## config.mk

```make
export PLATFORM = sky130hd
export DESIGN_NAME = seg_scan_driver
export DESIGN_NICKNAME = d
export VERILOG_FILES = /design/src/rtl/seg_scan_driver_pkg.sv /design/src/rtl/seg_scan_driver_decode.sv /design/src/rtl/seg_scan_driver.sv
export SDC_FILE = /design/constraint.sdc
export NUM_CORES = 1
export LEC_CHECK = 0
export ABC_CLOCK_PERIOD_IN_PS = 5700
export CAP_MARGIN = 40
export CORE_MARGIN = 2
export CORE_UTILIZATION = 50
export CTS_BUF_LIST = sky130_fd_sc_hd__clkbuf_8
export DETAILED_ROUTE_END_ITERATION = 10
export DONT_BUFFER_PORTS = 1
export PLACE_DENSITY_LB_ADDON = 0.15
export SYNTH_ARGS = -nofsm -noshare
export SYNTH_HDL_FRONTEND = slang
export SYNTH_HIERARCHICAL = 1
export SYNTH_SLANG_ARGS = --single-unit
```

## constraint.sdc

```tcl
create_clock -name clk -period 5.7 [get_ports clk]
set_input_delay 1.71 -clock clk [delete_from_list [all_inputs] [get_ports clk]]
set_output_delay 1.71 -clock clk [all_outputs]
set_load 0.02 [all_outputs]
```

## src/rtl/seg_scan_driver_pkg.sv

```systemverilog
// Seven-segment code constants and segment bus layout shared by the scan driver.
package seg_scan_driver_pkg;

  localparam int unsigned SEG_W  = 7;
  localparam int unsigned SEG_DP = 7;

  // Segment bit order within the 7-bit code: {g,f,e,d,c,b,a}
  localparam logic [SEG_W-1:0] SEG_0 = 7'h3F;
  localparam logic [SEG_W-1:0] SEG_1 = 7'h06;
  localparam logic [SEG_W-1:0] SEG_2 = 7'h5B;
  localparam logic [SEG_W-1:0] SEG_3 = 7'h4F;
  localparam logic [SEG_W-1:0] SEG_4 = 7'h66;
  localparam logic [SEG_W-1:0] SEG_5 = 7'h6D;
  localparam logic [SEG_W-1:0] SEG_6 = 7'h7D;
  localparam logic [SEG_W-1:0] SEG_7 = 7'h07;
  localparam logic [SEG_W-1:0] SEG_8 = 7'h7F;
  localparam logic [SEG_W-1:0] SEG_9 = 7'h6F;
  localparam logic [SEG_W-1:0] SEG_A = 7'h77;
  localparam logic [SEG_W-1:0] SEG_B = 7'h7C;
  localparam logic [SEG_W-1:0] SEG_C = 7'h39;
  localparam logic [SEG_W-1:0] SEG_D = 7'h5E;
  localparam logic [SEG_W-1:0] SEG_E = 7'h79;
  localparam logic [SEG_W-1:0] SEG_F = 7'h71;

  // One bank's segment bus: {dp,g,f,e,d,c,b,a}
  typedef struct packed {
    logic             dp;
    logic [SEG_W-1:0] seg;
  } seg_bus_t;

endpackage

```

## src/rtl/seg_scan_driver_decode.sv

```systemverilog
// Combinational hex digit to seven-segment code.
module seg7_decode
  import seg_scan_driver_pkg::*;
(
  input  logic [3:0]       digit,
  output logic [SEG_W-1:0] seg_c
);

  always_comb begin
    seg_c = SEG_0;
    unique case (digit)
      4'h0: seg_c = SEG_0;
      4'h1: seg_c = SEG_1;
      4'h2: seg_c = SEG_2;
      4'h3: seg_c = SEG_3;
      4'h4: seg_c = SEG_4;
      4'h5: seg_c = SEG_5;
      4'h6: seg_c = SEG_6;
      4'h7: seg_c = SEG_7;
      4'h8: seg_c = SEG_8;
      4'h9: seg_c = SEG_9;
      4'hA: seg_c = SEG_A;
      4'hB: seg_c = SEG_B;
      4'hC: seg_c = SEG_C;
      4'hD: seg_c = SEG_D;
      4'hE: seg_c = SEG_E;
      4'hF: seg_c = SEG_F;
    endcase
  end

endmodule

```

## src/rtl/seg_scan_driver.sv

```systemverilog
// Two-bank, 4-digit multiplexed seven-segment driver with frame-coherent
// shadow capture, dead time between digits, and per-digit dp/blank/blink.
module seg_scan_driver
  import seg_scan_driver_pkg::*;
#(
  parameter int unsigned CLK_FREQ = 100_000_000,
  parameter int unsigned SCAN_HZ  = 1000,
  parameter int unsigned DEAD_CYC = 2000,
  parameter int unsigned BLINK_HZ = 2
) (
  input  logic        clk,
  input  logic        rst,
  input  logic [15:0] digits_lo,
  input  logic [15:0] digits_hi,
  input  logic [7:0]  dp,
  input  logic [7:0]  blank,
  input  logic [7:0]  blink,
  output logic [3:0]  wei,
  output logic [7:0]  duan,
  output logic [7:0]  duan1,
  output logic        frame_tick
);

  localparam int unsigned DIV  = CLK_FREQ / SCAN_HZ;
  localparam int unsigned BDIV = CLK_FREQ / (2 * BLINK_HZ);
  localparam int unsigned PW   = (DIV  > 1) ? $clog2(DIV)  : 1;
  localparam int unsigned BW   = (BDIV > 1) ? $clog2(BDIV) : 1;

  logic [PW-1:0] presc;
  logic [1:0]    idx;
  logic [BW-1:0] bcnt;
  logic          phase;

  logic [15:0] sh_lo, sh_hi;
  logic [7:0]  sh_dp, sh_blank, sh_blink;

  logic             wrap_c, load_c, lit_c, dark_lo_c, dark_hi_c;
  logic [3:0]       nib_lo_c, nib_hi_c;
  logic [SEG_W-1:0] seg_lo_c, seg_hi_c;
  logic [3:0]       wei_c;
  seg_bus_t         bus_lo_c, bus_hi_c;

  assign wrap_c = (presc == PW'(DIV - 1));
  assign load_c = wrap_c && (idx == 2'd3);

  // Slot prescaler and digit index
  always_ff @(posedge clk or negedge rst) begin
    if (!rst) begin
      presc <= '0;
      idx   <= '0;
    end else if (wrap_c) begin
      presc <= '0;
      idx   <= idx + 2'd1;
    end else begin
      presc <= presc + PW'(1);
    end
  end

  // Free-running blink phase, independent of scanning
  always_ff @(posedge clk or negedge rst) begin
    if (!rst) begin
      bcnt  <= '0;
      phase <= 1'b0;
    end else if (bcnt == BW'(BDIV - 1)) begin
      bcnt  <= '0;
      phase <= ~phase;
    end else begin
      bcnt  <= bcnt + BW'(1);
    end
  end

  // Shadow registers load only when entering slot 0 so a frame never tears
  always_ff @(posedge clk or negedge rst) begin
    if (!rst) begin
      sh_lo    <= '0;
      sh_hi    <= '0;
      sh_dp    <= '0;
      sh_blank <= 8'hFF;
      sh_blink <= '0;
    end else if (load_c) begin
      sh_lo    <= digits_lo;
      sh_hi    <= digits_hi;
      sh_dp    <= dp;
      sh_blank <= blank;
      sh_blink <= blink;
    end
  end

  assign nib_lo_c = sh_lo[{idx, 2'b00} +: 4];
  assign nib_hi_c = sh_hi[{idx, 2'b00} +: 4];

  seg7_decode u_dec_lo (.digit(nib_lo_c), .seg_c(seg_lo_c));
  seg7_decode u_dec_hi (.digit(nib_hi_c), .seg_c(seg_hi_c));

  always_comb begin
    lit_c     = (presc >= PW'(DEAD_CYC));
    dark_lo_c = sh_blank[{1'b0, idx}] | (sh_blink[{1'b0, idx}] & phase);
    dark_hi_c = sh_blank[{1'b1, idx}] | (sh_blink[{1'b1, idx}] & phase);
    wei_c     = '0;
    bus_lo_c  = '0;
    bus_hi_c  = '0;
    if (lit_c) begin
      wei_c = 4'(1) << idx;
      if (!dark_lo_c) begin
        bus_lo_c.seg = seg_lo_c;
        bus_lo_c.dp  = sh_dp[{1'b0, idx}];
      end
      if (!dark_hi_c) begin
        bus_hi_c.seg = seg_hi_c;
        bus_hi_c.dp  = sh_dp[{1'b1, idx}];
      end
    end
  end

  // Registered pins
  always_ff @(posedge clk or negedge rst) begin
    if (!rst) begin
      wei        <= '0;
      duan       <= '0;
      duan1      <= '0;
      frame_tick <= 1'b0;
    end else begin
      wei        <= wei_c;
      duan       <= bus_lo_c;
      duan1      <= bus_hi_c;
      frame_tick <= load_c;
    end
  end

endmodule

```

==> flow_summary.toml <==
[run_status]
status = "finished clean"

[floorplanning]
rows = 39
start_util = 0.519
die_y_um = 113
core-area_um2 = 11500
ios = 79
dieArea_um2 = 12800
die-width_um = 113

[global_routing]
antenna_found_initial = 0
grt_pass1_vias = 3556
grt_pass1_wl_um = 17700
gr-usage-all-layers = 0.180
grt_max_degree = 123
overflow = 0

[synth]
async_flop_share = 1.00
yosys_most_used_dff = "dfrtp_1"
yosysMostFrequentCell = "dfrtp_1"
synth_top_area_frac = 0.478
yosysSeqAreaShare = 0.513
synth_xor_area_frac = 0.0367
ys_ff_latch = 122
synth_area_um2 = 5970
synth-edff-count = 0
synth_top_family_by_area = "multiplexers"
synth.area.mux_share = 0.200
syn_nets = 542
yosys.area_share.simple = 0.126
ys_types = 45
yosysTopAreaCell = "dfrtp_1"
synthTopCellsByArea = "dfrtp_1, mux2_4, mux4_2, ha_1, mux2_2"
synthTopCellsByCount = "dfrtp_1, mux2_4, a21oi_1, mux2_2, ha_1"
netlist_instances = 463
synth_warnings = 6
synth-compound-area-share = 0.0461
synthAdderAreaFrac = 0.0440
syn_avg_cell_area_um2 = 12.9

[routing]
wl_um = 10800
dr.pass1.iters = 4
ant_nets = 0
vias_per_cell = 5.71
drt-initial-drc-count = 149
wl_per_cell_um = 17.4
via_count = 3535
drc = 0

[timing]
slew_viol_final = 0
setup_viol = 0
worstMarginPinSlew_ns = 0.809
hold_ws_ns = 0.489
setup_tns_ns = 0
min_period_ns = 2.77
rsz0062_at_grt = "no"
finalClockSkew_ns = 0.00841
timing.final.ws_setup_ns = 2.93
relSlewSlack = 0.461
hold_viol_final = 0
max_freq_mhz = 361
timing.final.crit_share = 0.486

[min_path]
hold_path.class = "register to register"
hold_depth = 1

[placed_design]
dp_slack_ns = 2.92
dp_hpwl_um = 7400
routabilityCongestion = 0.749
numPortBuffers = 0

[clock_tree]
path_clk_slew_ns = 0.07
cts_setup_buffers = 0
tritoncts = "built"
clk_latency_ns = 0.44
cts_buffers = 17
cts-root-buf = "clkbuf_8"
hold_buffers = 0
post_cts_resized = 0
clk_path_buf_depth = 2
htree_num_levels = 4
cts_sinks = 122

[layout]
num_antenna_cells = 0
regArea_um2 = 3060
multi_input_area_um2 = 2720
fillers = 955
drive_gt1_frac = 0.233
fin_nets = 542
area_growth_syn_to_layout_pct = 8.29

[power_and_ir_drop]
p_per_area_nw_per_um2 = 259
ir_worst_vdd_v = 0.000181
p_leak_nw = 3.01
report.power.total_mw = 1.67

[setup_path]
worstPathCellList = "or4_4 > nor4_4 > nand2_4 > buf_16 > mux2_1"
end_kind = "register"
worstRegToRegCells = 5
start_kind = "register"
required_ns = 6.02
path_delay_family = "simple AND/OR/NAND/NOR gates"
crit_fanout = 47
max_stage_delay_ns = 0.72
critPathKind = "register to register"
crit_slowest_cell = "nor4_4"
worst-path-stages = 5
critPathArrivalTime_ns = 3.09
path_buf_inv = 1

[flow_run]
maxCapViolCount = 0
-- through the flow --
stage / util / cells / cell area, um2
6_report: 0.562 / 619 / 6470
4_1_cts: 0.562 / 619 / 6470
3_3_place_gp: 0.524 / 584 / 6030
3_5_place_dp: 0.530 / 587 / 6100
5_1_grt: 0.562 / 619 / 6470
2_1_floorplan: - / 463 / 5970
-- registers in the layout, indices dropped and copies added (netlist names) --
signal      flops
phase           1
idx             2
sh_lo          16
sh_blink        8
sh_dp           8
wei             4
bcnt           25
presc          17
sh_hi          16
sh_blank        8
frame_tick      1
duan            8
duan1           8
-- power breakdown --
part | internal [mW] | total [mW] | switching, mW | leakage (nW)
combinational | 0.0420 | 0.0670 | 0.0250 | 1.27
sequential | 0.889 | 0.900 | 0.0111 | 1.54
clock | 0.381 | 0.706 | 0.325 | 0.205
total | 1.31 | 1.67 | 0.362 | 3.01
-- final timing paths --
kind                       startpoint  slack, ns     endpoint
hold reg to reg               bcnt[0]       0.49      bcnt[0]
setup reg to reg            presc[12]       2.93     sh_hi[0]
min in group asynchronous         rst       0.96    sh_hi[10]
max in group asynchronous         rst       4.48  sh_blank[0]
hold / removal                bcnt[0]       0.49      bcnt[0]
setup / recovery            presc[12]       2.93     sh_hi[0]
-- metal layers --
layer  share of wire  global-route usage  routed length, um  up-vias
li1                -                   -                  -     1667
met1            0.44               0.232               4780     1779
met4           0.013              0.0610                141        0
met3           0.050              0.0584                545       15
met2            0.49               0.288               5330       74
met5               0                   0                  0        -
-- cell families (layout without fill, tap and decap cells) --
kind of cell    after synthesis  after routing
simple gates                125            125
flops                       122            122
mux                          82             82
compound gates               46             46
buf+inv                      42             55
xor+xnor                     25             25
fa+ha+maj                    21             21
-- final cells by class --
class | instances | area share
multi-input cells | 299 | 0.420
well taps | 143 | 0.0277
inverters | 20 | 0.0116
flip-flops and latches | 122 | 0.474
clock buffers | 21 | 0.0447
repair buffers | 3 | 0.0103
clock inverters | 11 | 0.0122
-- cell usage in the layout, fill, tap and decap left out, drive strengths merged, types with 4 or more instances in the layout --
master  instances
clkbuf         21
mux2           62
ha             21
mux4           14
nand2b          4
and2            6
or4             7
dfstp           8
mux2i           6
nand4           9
xor2           10
nand3          16
nor3            8
o31ai           6
nor2           12
dfrtp         114
nor4            7
nor2b           4
clkinv          6
xnor2          15
o21ai           8
or3             6
inv            23
and4            5
and3           18
a21oi          25
nand2          14
Power figures use the tool's default switching activity.
